### config.mk
export PLATFORM = sky130hd
export DESIGN_NAME = mem_access_stage
export DESIGN_NICKNAME = d
export VERILOG_FILES = /design/src/rtl/mem_access_stage_pkg.sv /design/src/rtl/mem_load_align.sv /design/src/rtl/mem_access_stage.sv
export SDC_FILE = /design/constraint.sdc
export NUM_CORES = 1
export LEC_CHECK = 0
export BUFFER_PORTS_ARGS = -buffer_cell sky130_fd_sc_hd__buf_4
export CORE_ASPECT_RATIO = 0.75
export CORE_MARGIN = 10
export CORE_UTILIZATION = 25
export DETAILED_ROUTE_END_ITERATION = 12
export PLACE_DENSITY_LB_ADDON = 0.1
export SETUP_SLACK_MARGIN = 0.1
export SYNTH_ARGS = -nofsm -noshare
export SYNTH_HDL_FRONTEND = slang
export SYNTH_SLANG_ARGS = --single-unit
### constraint.sdc
create_clock -name clk -period 2.8 [get_ports clk]
set_input_delay 0.56 -clock clk [delete_from_list [all_inputs] [get_ports clk]]
set_output_delay 0.56 -clock clk [all_outputs]
set_load 0.01 [all_outputs]
### src/rtl/mem_access_stage_pkg.sv
// Shared definitions for the MEM pipeline stage: state encoding, lane helpers
// and write-back payload widths.
package mem_access_stage_pkg;

    localparam int unsigned DATA_W    = 32;
    localparam int unsigned BYTE_W    = 8;
    localparam int unsigned LANES     = DATA_W / BYTE_W;
    localparam int unsigned LANE_W    = 2;
    localparam int unsigned WB_DATA_W = DATA_W;

    localparam logic [LANES-1:0] BE_WORD = LANES'(4'b1111);

    typedef enum logic {
        MEM_IDLE   = 1'b0,
        MEM_ACCESS = 1'b1
    } mem_state_t;

    // Request fields held for the duration of an outstanding access
    typedef struct packed {
        logic              we;
        logic              word_byte;
        logic              reg_write;
        logic              reg_src;
        logic [DATA_W-1:0] alu_out;
    } mem_req_t;

    function automatic logic [LANES-1:0] byte_be(input logic [LANE_W-1:0] lane);
        return LANES'(1) << lane;
    endfunction

endpackage

### src/rtl/mem_load_align.sv
// Load data alignment: selects the addressed byte lane and sign-extends it,
// or passes the full word / ALU result through.
module mem_load_align
    import mem_access_stage_pkg::*;
(
    input  logic [DATA_W-1:0]    rdata,
    input  logic [LANE_W-1:0]    lane,
    input  logic                 word_byte,
    input  logic                 reg_src,
    input  logic [DATA_W-1:0]    alu_out,
    output logic [WB_DATA_W-1:0] wb_data
);

    logic [BYTE_W-1:0] byte_sel;

    always_comb begin
        byte_sel = rdata[{lane, 3'b000} +: BYTE_W];
        if (!reg_src) begin
            wb_data = alu_out;
        end else if (word_byte) begin
            wb_data = rdata;
        end else begin
            wb_data = {{(WB_DATA_W-BYTE_W){byte_sel[BYTE_W-1]}}, byte_sel};
        end
    end

endmodule

### src/rtl/mem_access_stage.sv
// MEM pipeline stage: issues word/byte loads and stores through a ready
// handshake, stalls upstream while busy and drives the registered MEM/WB payload.
module mem_access_stage
    import mem_access_stage_pkg::*;
#(
    parameter int unsigned TIMEOUT = 16,
    parameter int unsigned REG_AW  = 5
) (
    input  logic                 clk,
    input  logic                 rst_n,
    input  logic                 in_valid,
    input  logic [DATA_W-1:0]    in_alu_out,
    input  logic [DATA_W-1:0]    in_store_data,
    input  logic                 in_mem_data,
    input  logic                 in_mem_write_read,
    input  logic                 in_word_byte,
    input  logic                 in_reg_write,
    input  logic                 in_reg_src,
    input  logic [REG_AW-1:0]    in_dest,
    output logic                 stall,
    output logic                 dmem_req,
    output logic                 dmem_we,
    output logic [DATA_W-1:0]    dmem_addr,
    output logic [DATA_W-1:0]    dmem_wdata,
    output logic [LANES-1:0]     dmem_be,
    input  logic                 dmem_ready,
    input  logic [DATA_W-1:0]    dmem_rdata,
    output logic                 wb_valid,
    output logic                 wb_reg_write,
    output logic [REG_AW-1:0]    wb_dest,
    output logic [WB_DATA_W-1:0] wb_data,
    output logic                 err_misalign,
    output logic                 err_timeout
);

    localparam int unsigned CNT_W = (TIMEOUT > 1) ? $clog2(TIMEOUT) : 1;

    mem_state_t                 state, state_d;
    logic [CNT_W-1:0]           cnt, cnt_d;
    mem_req_t                   req, req_d;
    logic [REG_AW-1:0]          dest_q, dest_d;
    logic                       dmem_req_d, dmem_we_d;
    logic [DATA_W-1:0]          dmem_addr_d, dmem_wdata_d;
    logic [LANES-1:0]           dmem_be_d;
    logic                       wb_valid_d, wb_reg_write_d;
    logic [REG_AW-1:0]          wb_dest_d;
    logic [WB_DATA_W-1:0]       wb_data_d, load_data;
    logic                       err_misalign_d, err_timeout_d;
    logic                       misaligned;

    assign stall      = (state == MEM_ACCESS);
    assign misaligned = in_word_byte && (in_alu_out[LANE_W-1:0] != '0);

    mem_load_align u_align (
        .rdata     (dmem_rdata),
        .lane      (req.alu_out[LANE_W-1:0]),
        .word_byte (req.word_byte),
        .reg_src   (req.reg_src),
        .alu_out   (req.alu_out),
        .wb_data   (load_data)
    );

    // Next-state and next-output logic
    always_comb begin
        state_d        = state;
        cnt_d          = cnt;
        req_d          = req;
        dest_d         = dest_q;
        dmem_req_d     = dmem_req;
        dmem_we_d      = dmem_we;
        dmem_addr_d    = dmem_addr;
        dmem_wdata_d   = dmem_wdata;
        dmem_be_d      = dmem_be;
        wb_valid_d     = 1'b0;
        wb_reg_write_d = wb_reg_write;
        wb_dest_d      = wb_dest;
        wb_data_d      = wb_data;
        err_misalign_d = 1'b0;
        err_timeout_d  = 1'b0;

        case (state)
            MEM_IDLE: begin
                if (in_valid && !in_mem_data) begin
                    wb_valid_d     = 1'b1;
                    wb_reg_write_d = in_reg_write;
                    wb_dest_d      = in_dest;
                    wb_data_d      = in_alu_out;
                end else if (in_valid && misaligned) begin
                    wb_valid_d     = 1'b1;
                    wb_reg_write_d = 1'b0;
                    wb_dest_d      = in_dest;
                    err_misalign_d = 1'b1;
                end else if (in_valid) begin
                    state_d      = MEM_ACCESS;
                    cnt_d        = '0;
                    req_d        = '{we:        in_mem_write_read,
                                     word_byte: in_word_byte,
                                     reg_write: in_reg_write,
                                     reg_src:   in_reg_src,
                                     alu_out:   in_alu_out};
                    dest_d       = in_dest;
                    dmem_req_d   = 1'b1;
                    dmem_we_d    = in_mem_write_read;
                    dmem_addr_d  = {in_alu_out[DATA_W-1:LANE_W], LANE_W'(0)};
                    dmem_be_d    = in_word_byte ? BE_WORD : byte_be(in_alu_out[LANE_W-1:0]);
                    dmem_wdata_d = in_word_byte ? in_store_data
                                                : {LANES{in_store_data[BYTE_W-1:0]}};
                end
            end
            MEM_ACCESS: begin
                if (dmem_ready) begin
                    state_d        = MEM_IDLE;
                    cnt_d          = '0;
                    dmem_req_d     = 1'b0;
                    dmem_we_d      = 1'b0;
                    dmem_be_d      = '0;
                    wb_valid_d     = 1'b1;
                    wb_dest_d      = dest_q;
                    wb_reg_write_d = req.reg_write & ~req.we;
                    wb_data_d      = req.we ? '0 : load_data;
                end else if (cnt == CNT_W'(TIMEOUT - 1)) begin
                    state_d        = MEM_IDLE;
                    cnt_d          = '0;
                    dmem_req_d     = 1'b0;
                    dmem_we_d      = 1'b0;
                    dmem_be_d      = '0;
                    wb_valid_d     = 1'b1;
                    wb_dest_d      = dest_q;
                    wb_reg_write_d = 1'b0;
                    err_timeout_d  = 1'b1;
                end else begin
                    cnt_d = cnt + CNT_W'(1);
                end
            end
            default: state_d = MEM_IDLE;
        endcase
    end

    always_ff @(posedge clk) begin
        if (!rst_n) begin
            state        <= MEM_IDLE;
            cnt          <= '0;
            req          <= '0;
            dest_q       <= '0;
            dmem_req     <= 1'b0;
            dmem_we      <= 1'b0;
            dmem_addr    <= '0;
            dmem_wdata   <= '0;
            dmem_be      <= '0;
            wb_valid     <= 1'b0;
            wb_reg_write <= 1'b0;
            wb_dest      <= '0;
            wb_data      <= '0;
            err_misalign <= 1'b0;
            err_timeout  <= 1'b0;
        end else begin
            state        <= state_d;
            cnt          <= cnt_d;
            req          <= req_d;
            dest_q       <= dest_d;
            dmem_req     <= dmem_req_d;
            dmem_we      <= dmem_we_d;
            dmem_addr    <= dmem_addr_d;
            dmem_wdata   <= dmem_wdata_d;
            dmem_be      <= dmem_be_d;
            wb_valid     <= wb_valid_d;
            wb_reg_write <= wb_reg_write_d;
            wb_dest      <= wb_dest_d;
            wb_data      <= wb_data_d;
            err_misalign <= err_misalign_d;
            err_timeout  <= err_timeout_d;
        end
    end

endmodule

### Word-level counts from Yosys, hierarchy flattened

Index checks and enable logic that the tools add are counted.

| operators by class | value |
|---|---|
| $add $sub $neg | 1 |
| reductions and logical operators | 12 |
| shift operators | 2 |
| bitwise operators | 6 |
| equal/unequal tests | 8 |
| muxes and demuxes | 50 |

Operator list:

| cell | count |
|---|---|
| $mux W32 | 6 |
| $pmux W32 S2 | 1 |
| $mux W4 | 11 |
| $shiftx A32 B6 Y8 | 1 |
| $mux W1 | 20 |
| $mux W5 | 4 |
| $pmux W4 S2 | 2 |
| $ne A2 B2 Y1 const B | 5 |
| $pmux W1 S2 | 5 |
| $pmux W5 S2 | 1 |
| $reduce_and A4 Y1 | 2 |
| $reduce_or A3 Y1 | 2 |
| $not A1 Y1 | 5 |
| $add A4 B1 Y4 const B | 1 |
| $eq A4 B4 Y1 const B | 1 |
| $reduce_and A2 Y1 | 2 |
| $shl A1 B2 Y4 const A | 1 |
| $logic_and A1 B1 Y1 | 3 |
| $ne A3 B2 Y1 const B | 1 |
| $ne A3 B3 Y1 const B | 1 |
| $reduce_and A3 Y1 | 1 |
| $reduce_bool A2 Y1 | 1 |
| $and A1 B1 Y1 | 1 |
| $logic_not A1 Y1 | 1 |

| storage, ports and cells | value |
|---|---|
| word-level logic and storage cells | 98 |
| output and inout port bits | 112 |
| register bits | 155 |

### Depth between registers and ports, before layout

Gate-level depths: netlist of the first run.

| logic depth | value |
|---|---|
| depth after elaboration | 6 |
| gate-level depth with buffers | 7 |
| gate-level depth less buffers | 5 |

### Hierarchy

From an unflattened synthesis of the first run, not the netlist that was laid out.

| unflattened totals | value |
|---|---|
| cell total of the unflattened synthesis | 767 |
| area total of the unflattened synthesis | 6,282.3 um2 |

By module, submodules not included:

| module | seq. area each (um2) | cells an instance | area each (um2) | instances |
|---|---|---|---|---|
| mem_access_stage | 2,502.4 | 630 | 5,529.1 | 1 |
| mem_load_align | 0.0 | 137 | 753.2 | 1 |

### Least setup slack after synthesis of the first run

OpenSTA, ideal clock, no wires.

| timing | value |
|---|---|
| path kind | input -> register |
| start | in in_alu_out[0] |
| end | reg dmem_wdata[18] |
| arrival time | 1,643 ps |
| setup time | 86 ps |
| path slack | 1,072 ps |
| buffers on the path | 3 |
| data required time | 2,714 ps |
| stages on the path | 7 |
| cells stage by stage | clkbuf_2 -> o21ai_2 -> and3_1 -> buf_2 -> buf_2 -> nor2_1 -> a211oi_1 |

| on the way | value |
|---|---|
| cells in the longest elaborated chain, start to end | 5 |

Ends and longest elaborated chain:

| what | RTL line | RTL |
|---|---|---|
| from (decl) | mem_access_stage.sv:12 | `input logic [DATA_W-1:0] in_alu_out,` |
| $reduce_bool A2 Y1 | mem_access_stage.sv:52 | `assign misaligned = in_word_byte && (in_alu_out[LANE_W-1:0] != '0);` |
| $logic_and A1 B1 Y1 | mem_access_stage.sv:52 |  |
| $logic_and A1 B1 Y1 | mem_access_stage.sv:88 | `end else if (in_valid && misaligned) begin` |
| $not A1 Y1 (no line) | n/a |  |
| $reduce_and A4 Y1 (no line) | n/a |  |
| to (signal assigned) | mem_access_stage.sv:164 | `dmem_wdata <= dmem_wdata_d;` |
| to (decl) | mem_access_stage.sv:24 | `output logic [DATA_W-1:0] dmem_wdata,` |

No other way between the ends.
A chain may end at the register's enable or synchronous reset.

### Worst setup path after layout of the first run

| timing | value |
|---|---|
| start | reg req[34] in the netlist's numbering |
| end | reg wb_data[23] |

| on the way | value |
|---|---|
| cells in the longest elaborated chain, start to end | 5 |

Ends and longest elaborated chain:

| what | RTL line | RTL |
|---|---|---|
| from (decl) | mem_access_stage.sv:40 | `mem_req_t req, req_d;` |
| from (signal assigned) | mem_access_stage.sv:159 | `req <= req_d;` |
| $mux W32 | mem_load_align.sv:20 | `end else if (word_byte) begin` |
| $mux W32 | mem_load_align.sv:18 | `if (!reg_src) begin` |
| $mux W32 | mem_access_stage.sv:120 | `wb_data_d = req.we ? '0 : load_data;` |
| $mux W32 | mem_access_stage.sv:111 | `if (dmem_ready) begin` |
| $pmux W32 S2 | mem_access_stage.sv:81 | `case (state)` |
| to (signal assigned) | mem_access_stage.sv:169 | `wb_data <= wb_data_d;` |
| to (decl) | mem_access_stage.sv:31 | `output logic [WB_DATA_W-1:0] wb_data,` |

No other way between the ends. The select of a mux whose other input is x is not followed.

==> flow_summary.ini, run 1 <==
[pwr]
p_sw_share_pct = 28.1
p_int_w = 0.00344
netSwitchingPower_w = 0.00135
power_density_nw_per_um2 = 592
p_comb_share_pct = 15.1
clkPwrFrac_pct = 44.5
p_seq_share_pct = 40.4
power.leakage_nw = 3.32
ir_drop_v = 0.000396

[logic_synthesis]
synth_area_um2 = 5810
syn_avg_cell_area_um2 = 8.11
synth_top_area_share_pct = 43.1
synth_area_leader_cell = dfxtp_1
synth_cell_types = 46
syn_inst = 716
synth-seq-cells = 125
synth_area_leaders = dfxtp_1 43%, a21oi_1 9.6%, nand2_1 6.7%
synth_ff_type = dfxtp_1
ys_seq_area_share_pct = 43.1
ys_top_cells_by_count = 125 x dfxtp_1, 111 x a21oi_1, 104 x nand2_1, 48 x nor2_1, 41 x o21ai_0
synth_most_common_cell = dfxtp_1
yosys_warnings = 0
async_flop_share_pct = 0
synth-edff-count = 0

[outcome]
status = complete, no violations

[layout]
layout-drive-gt1-share_pct = 31.9
nFillCells = 2469
layout.cells.non_filler = 1197
n_antenna_cell = 0
final_nets = 995
syn2layout_area_growth_pct = 39.1

[clocking]
cts-resized-gates = 0
post_cts_buffers = 0
clk_pin_slew_ps = 70
cts_tree = built
cts_buffers = 17
cts-root-buf = clkbuf_16
h-tree-depth = 4
clock_sinks = 125
postCtsHoldBufs = 0
cts_buffer_depth = 2
clk-insertion-delay-late_ps = 420

[worst_setup_path]
worst_setup_path_start_kind = register
critPathMaxFanout = 34
worstSetupPathType = register to register
worstPathArrival_ps = 2450
cp-end-kind = register
critical_path_required_ps = 3080
r2r_cells = 5

[floorplan]
num_rows = 48
die_area_um2 = 29800
die_y_um = 152
core_area_um2 = 22900
initial_core_util_pct = 25.3
chipWidth_um = 196
ios = 222

[sta]
tightest_slew_ps = 1050
hold_slack_ps = 390
skew_ps = 11.2
fmax_ghz = 0.462
rsz0062_at_grt = no
fin_crit_ps = 2160
final-setup-viol-count = 0
hold_viol_final = 0
fin_crit_sh_pct = 77.2
slew-limit-headroom_pct = 29.9
slew_violations = 0
tns_ps = 0

[routing]
postRouteAntennaNets = 0
avgRoutedWirePerCell_um = 20.7
drc = 0
dr.first_iter.drc_count = 324
wirelength_mm = 24.8
dr.pass1.iters = 4
vias_per_cell = 4.77
vias = 5709

[place]
io_buffers = 219
hpwl_mm = 17.9
dpl.cell_count = 1165
gp_congestion = 0.788

[worst_hold_path]
whs_path_depth = 3
min_path_type = input port to register

[global_routing]
grt_usage_pct = 16.0
grt_pass1_vias = 5676
grt-ovfl-total = 0
antenna_found_initial = 0
grt_pass1_wl_mm = 37.2
grt_max_degree = 47

[run]
maxCapViolations = 0
[cells by family (layout without fill, tap and decap cells)]
group	count (synthesis)	in the layout	share of synthesized area [%]
multiplexers	33	33	5.80
AND/OR/NAND/NOR	217	217	17.3
adder cells (fa/ha/maj)	1	1	0.215
buffers and inverters	97	277	9.20
other	1	2	0.0646
flip-flops	125	125	43.1
AO/OA/AOI/OAI	242	242	24.3
[worst paths after layout]
| check | startpoint | to | slack (ps) |
|---|---|---|---|
| hold / removal | in_alu_out[22] | req[22] | 390 |
| hold reg to reg | dest_q[4] | dest_q[4] | 460 |
| setup / recovery | req[34] | wb_data[23] | 640 |
| setup reg to reg | req[34] | wb_data[23] | 640 |
[power by group through the flow]
| stage | sequential, W | clock [W] | combinational (W) |
|---|---|---|---|
| finish | 0.00193 | 0.00213 | 0.000724 |
| global route | 0.00194 | 0.00226 | 0.000792 |
| CTS | 0.00193 | 0.00218 | 0.000736 |
| detailed placement | 0.00197 | 0 | 0.000735 |
| global placement | 0.00197 | 0 | 0.000736 |
| floorplan | 0.00198 | 0 | 0.000331 |
[critical path: stages, from the launching register on]
cell and delay, ps:
dfxtp_1 320, buf_4 370, nor2_1 100, a221o_1 700, a21oi_1 390, o22ai_1 130
[state kept, by name, indices dropped and copies added, names as in the netlist, 4 cells and up]
| signal | flops |
|---|---|
| cnt | 4 |
| wb_data | 32 |
| wb_dest | 5 |
| dest_q | 5 |
| dmem_wdata | 32 |
| req | 36 |
| dmem_be | 4 |
[metal layers]
| layer | vias to the layer above | share of wire, % | track usage, % |
|---|---|---|---|
| li1 | 2848 | - | - |
| met1 | 2695 | 48 | 22.4 |
| met2 | 151 | 45 | 23.9 |
| met3 | 15 | 5.8 | 4.09 |
| met4 | 0 | 0.89 | 3.41 |
| met5 | - | 0 | 0 |
[area by class of cell]
class | instances | area (µm²) | area share [%]
Clock buffer | 19 | 433 | 5.36
Clock inverter | 13 | 118 | 1.46
Inverter | 4 | 16.3 | 0.201
Multi-Input combinational cell | 495 | 2780 | 34.5
Sequential cell | 125 | 2500 | 31.0
Tap cell | 300 | 375 | 4.65
Timing Repair Buffer | 241 | 1850 | 22.9
[stage by stage]
| stage | util, % | power (W) | setup WS [ps] | instance area (µm²) |
|---|---|---|---|---|
| after floorplan | - | 0.00232 | 1070 | 5810 |
| after CTS | 35.2 | 0.00485 | 575 | 8080 |
| final | 35.2 | 0.00478 | 637 | 8080 |
| after global placement | 32.8 | 0.00271 | 377 | 7530 |
| after global routing | 35.2 | 0.00499 | 455 | 8080 |
| after detailed placement | 32.8 | 0.00271 | 436 | 7530 |
[cells in the final DEF, fill, tap and decap left out, types with 2 or more instances in the layout]
cell,instances
a211oi_1,24
a21oi_1,111
a21oi_2,4
a2bb2oi_1,4
a31oi_1,8
and3_1,7
buf_12,3
buf_4,238
clkbuf_1,2
clkbuf_16,17
clkinv_2,5
clkinv_4,3
clkinvlp_4,2
conb_1,2
dfxtp_1,124
inv_1,3
inv_6,3
mux2i_1,31
nand2_1,104
nand2b_1,3
nand3_1,5
nand4b_1,2
nor2_1,48
nor2b_1,6
nor3_1,8
nor3b_1,26
o211ai_1,8
o21ai_0,41
o22ai_1,31
or3b_2,2
Note: power is estimated with default switching activity, not from simulation.
==> run 2: changes to the inputs <==
- clock period: 2.8 -> 2.2 ns (I/O delays scaled with it)
==> flow_summary.ini, run 2 (synthesis results as in run 1) <==
[routing]
dr.first_iter.drc_count = 390
wirelength_mm = 24.6
vias = 5718
postRouteAntennaNets = 0
dr.pass1.iters = 4
vias_per_cell = 4.75
drc = 0
avgRoutedWirePerCell_um = 20.5

[clocking]
clk_pin_slew_ps = 70
cts_tree = built
clock_sinks = 125
postCtsHoldBufs = 0
h-tree-depth = 4
cts-root-buf = clkbuf_16
post_cts_buffers = 0
clk-insertion-delay-late_ps = 420
cts_buffers = 17
cts-resized-gates = 0
cts_buffer_depth = 2

[worst_setup_path]
r2r_setup_slack_ps = 450
r2r_cells = 5
slowest_delay_ps = 400
slowest_stage = dfxtp_1
worstSetupEndpoint = wb_data[23]
startpoint = req[1]
r2r-start = req[1]
worstPathArrival_ps = 2040
crit_chain = mux2_2, a221o_1, buf_4, a21oi_1, o22ai_1
worstSetupPathType = register to register
timing.rr.end = wb_data[23]
cp-end-kind = register
critical_path_required_ps = 2480
critPathMaxFanout = 9
worst_setup_path_start_kind = register

[sta]
slew_violations = 0
hold_viol_final = 0
final-setup-viol-count = 0
tns_ps = 0
rsz0062_at_grt = no
fmax_ghz = 0.570
fin_crit_ps = 1750
skew_ps = 11.1
fin_crit_sh_pct = 79.7
fin_ws_ps = 447

[layout]
layout-drive-gt1-share_pct = 32.6
n_antenna_cell = 0
largest_reg_flops = 36
mostFrequentLayoutCells = 240 x buf_4, 124 x dfxtp_1, 111 x a21oi_1
fin_util_pct = 35.8
top_regs = req: 36 flops, dmem_wdata: 32 flops, wb_data: 32 flops
regMostFlops = req
syn2layout_area_growth_pct = 41.4
final_nets = 1001
mostFrequentLayoutCell = buf_4

[floorplan]
initial_core_util_pct = 25.3
num_rows = 48
ios = 222
chipWidth_um = 196
die_y_um = 152
die_area_um2 = 29800
core_area_um2 = 22900

[global_routing]
antenna_found_initial = 0
grt_usage_pct = 15.9
grt_max_degree = 47
grt_pass1_vias = 5685
grt_pass1_wl_mm = 37.1
grt-ovfl-total = 0

[pwr]
power.leakage_nw = 3.38
power_density_nw_per_um2 = 760
ir_drop_v = 0.000447

[outcome]
status = complete, no violations

[worst_hold_path]
min_path_type = input port to register

[place]
gp_congestion = 0.805
hpwl_mm = 18.2
io_buffers = 219
dpl_worst_slack_ps = 345

[run]
maxCapViolations = 0
==> run 2: worst max-delay path, delay by kind of cell, from the launching register on <==
kind | cells | cell delay, ps
flip-flops | 1 | 400
buffers and inverters | 1 | 180
multiplexers | 1 | 350
AO/OA/AOI/OAI | 3 | 690
==> run 2: final cells by class <==
type / instances / area, µm²
Clock buffer: 17 / 425
Multi-Input combinational cell: 495 / 2780
Tap cell: 300 / 375
Inverter: 4 / 16.3
Clock inverter: 15 / 163
Fill cell: 2437 / 14700
Sequential cell: 125 / 2500
Timing Repair Buffer: 247 / 1940
==> run 2: metal layers <==
metal	vias up	wire length (µm)	track usage (%)
met4	0	367	4.10
met5	-	0	0
met1	2681	12100	22.3
li1	2862	-	-
met2	153	11000	23.6
met3	22	1190	4.07
==> run 2: power breakdown <==
group	total (W)	switching [W]	internal [W]
registers	0.00246	0.0000810	0.00238
clock network	0.00285	0.00116	0.00169
logic	0.000935	0.000488	0.000447
total	0.00624	0.00173	0.00451
==> run 2: worst min-delay path by stage <==
stage | from | to | slack (ps) | cells past startpoint
after floorplan | dest_q[0] | dest_q[0] | 440 | 2
after global placement | dmem_wdata[3] | dmem_wdata[3] | 440 | 2
after detailed placement | dmem_wdata[6] | dmem_wdata[6] | 450 | 2
after CTS | in_alu_out[16] | req[16] | 250 | 3
after global routing | in_alu_out[19] | req[19] | 250 | 3
final | in_dest[4] | dest_q[4] | 270 | 3
==> run 2: stage by stage <==
| step | hold WS, ps | std cells | cell area (µm²) | power (W) |
|---|---|---|---|---|
| floorplan | 436 | 717 | 5810 | 0.00295 |
| global placement | 444 | 1171 | 7620 | 0.00346 |
| detailed placement | 448 | 1171 | 7620 | 0.00346 |
| CTS | 253 | 1203 | 8210 | 0.00633 |
| global route | 251 | 1203 | 8210 | 0.00651 |
| finish | 272 | 1203 | 8210 | 0.00624 |
==> run 3: changes to the inputs <==
- ABC_AREA: not set -> 1
- clock period: 2.2 -> 1.55 ns (I/O delays scaled with it)
==> flow_summary.ini, run 3 <==
[floorplan]
die_y_um = 154
die_area_um2 = 30400
num_rows = 48
core_area_um2 = 23200
initial_core_util_pct = 25.6
chipWidth_um = 198
ios = 222

[worst_setup_path]
r2r_setup_slack_ps = 180
worstPathArrival_ps = 1690
crit_chain = ha_2, nand3_1, nand2_2, nand2_4, buf_4, o21ai_1, nor2_1
r2r-start = cnt[0]
timing.rr.end = wb_dest[3]
cp-end-kind = register
slowest_delay_ps = 350
critPathMaxFanout = 5
worstSetupPathType = register to register
slowest_stage = dfxtp_2
critical_path_required_ps = 1870
r2r_cells = 7
worst_setup_path_start_kind = register

[logic_synthesis]
ys_seq_area_share_pct = 42.1
synth-edff-count = 0
async_flop_share_pct = 0
synth_most_common_cell = nand2_1
synth-seq-cells = 125
syn_avg_cell_area_um2 = 6.64
synth_ff_type = dfxtp_1
synth_top_area_share_pct = 42.1
ys_top_cells_by_count = 343 x nand2_1, 134 x a21oi_1, 125 x dfxtp_1, 65 x o21ai_0, 57 x nor2_1
syn_inst = 895
synth_cell_types = 28
yosys_warnings = 0
synth_area_leaders = dfxtp_1 42%, nand2_1 22%, a21oi_1 11%
synth_area_um2 = 5950
synth_area_leader_cell = dfxtp_1

[place]
hpwl_mm = 18.8
gp_congestion = 0.825
io_buffers = 219

[clocking]
clk_pin_slew_ps = 70
clock_sinks = 125
clk-insertion-delay-late_ps = 430
cts_tree = built
cts_buffers = 17
cts-root-buf = clkbuf_16
cts_buffer_depth = 2
postCtsHoldBufs = 0
h-tree-depth = 4

[global_routing]
grt_pass1_vias = 6120
grt_pass1_wl_mm = 36.9
antenna_found_initial = 0
grt_usage_pct = 15.7
grt-ovfl-total = 0
grt_max_degree = 41

[sta]
slew_violations = 0
hold_viol_final = 0
rsz0062_at_grt = yes
skew_ps = 12.4
final-setup-viol-count = 0
fin_crit_ps = 1370
fin_crit_sh_pct = 88.4
hold_slack_ps = 89.6
fmax_ghz = 0.729

[run]
maxCapViolations = 0

[pwr]
total_power_w = 0.00915
clkPwrFrac_pct = 45.2
netSwitchingPower_w = 0.00254
power_density_nw_per_um2 = 1070
p_sw_share_pct = 27.7
power.leakage_nw = 3.92
p_comb_share_pct = 16.5
ir_drop_v = 0.000737
p_seq_share_pct = 38.3
p_int_w = 0.00661

[routing]
dr.pass1.iters = 5
dr.first_iter.drc_count = 364
vias_per_cell = 4.44
postRouteAntennaNets = 0
avgRoutedWirePerCell_um = 17.5
wirelength_mm = 24.5
drc = 0
vias = 6243

[layout]
mostFrequentLayoutCells = 343 x nand2_1, 252 x buf_4, 134 x a21oi_1
regMostFlops = req
syn2layout_area_growth_pct = 43.6
multi_input_area_um2 = 2770
n_antenna_cell = 0
layout-drive-gt1-share_pct = 28.7
mostFrequentLayoutCell = nand2_1
fin_util_pct = 36.8
nFillCells = 2549
top_regs = req: 36 flops, dmem_wdata: 32 flops, wb_data: 32 flops
largest_reg_flops = 36
final_nets = 1203
seq_area_um2 = 2510

[worst_hold_path]
hold_path_end = req[19]
min_path_type = input port to register
min-delay-start = in_alu_out[19]
whs_path_depth = 3

[outcome]
status = complete, no violations
==> run 3: cell count changes after synthesis, sizes merged, moves of 9 or more <==
cell    before  now
o22ai       31    1
nor2        48   61
a21oi      115  135
nor3b       26    0
a211oi      24    4
o21ai       42   70
nand2      104  347
clkbuf      34   25
mux2i       31    0
inv          4   44
==> run 3: area by class of cell <==
class	instances	share of cell area, %
Clock buffer	18	5.03
Clock inverter	14	1.98
Inverter	44	1.93
Multi-Input combinational cell	639	32.5
Sequential cell	125	29.4
Tap cell	300	4.40
Timing Repair Buffer	265	24.8
==> run 3: kinds of logic after synthesis <==
group	Yosys count	synth area share (%)
and+or+nand+nor	423	27.7
AOI/OAI and AO/OA	213	18.3
buffers and inverters	132	11.6
DFF	125	42.1
adders and majority gates	1	0.210
other	1	0.0631
==> run 3: worst max path at each step <==
stage / startpoint / endpoint / slack [ps] / depth (start not counted)
after floorplan: stall / wb_dest[0] / 180 / 9
after global placement: in_alu_out[0] / wb_dest[3] / -100 / 10
after detailed placement: in_alu_out[0] / cnt[3] / -60 / 9
after CTS: req[0] / wb_data[31] / 110 / 8
after global routing: req[0] / wb_data[29] / 80 / 10
final: cnt[0] / wb_dest[3] / 180 / 7
==> run 3: power groups by stage <==
stage	logic (W)	clock network (W)	registers, W
detailed placement	0.00151	0	0.00357
floorplan	0.000658	0	0.00361
global placement	0.00151	0	0.00358
finish	0.00151	0.00414	0.00351
CTS	0.00152	0.00426	0.00351
global route	0.00167	0.00437	0.00353
==> run 3: stage by stage <==
step / instances / setup slack (ps) / instance area [µm²] / TNS (ps)
floorplan: 896 / 183 / 5950 / 0
global placement: 1373 / -101 / 7900 / -944
detailed placement: 1373 / -56.7 / 7900 / -652
CTS: 1405 / 110 / 8510 / 0
global route: 1405 / 75.4 / 8540 / 0
finish: 1405 / 179 / 8540 / 0
==> run 3: layer usage <==
metal / vias up / GRT usage, % / wire (µm)
met2: 148 / 23.1 / 10500
met4: 0 / 4.86 / 465
li1: 3221 / - / -
met1: 2850 / 21.4 / 12100
met5: - / 0 / 0
met3: 24 / 4.86 / 1510
==> run 3: worst max-delay path, delay by kind of cell, from the launching register on <==
| kind | cells | cell delay [ps] |
|---|---|---|
| compound gates | 1 | 120 |
| fa+ha+maj | 1 | 200 |
| buf+inv | 1 | 160 |
| flops | 1 | 350 |
| simple gates | 4 | 440 |
==> run 3: repair_timing <==
| item | 4_1_cts | 5_1_grt |
|---|---|---|
| gates resized for setup | 4 | 13 |
| endpoints found under the setup margin | 7 | 33 |
| pin swaps | 0 | 2 |
| hold endpoints to repair | 0 | 0 |
| buffers inserted | 0 | 0 |
| cloned | 0 | 0 |
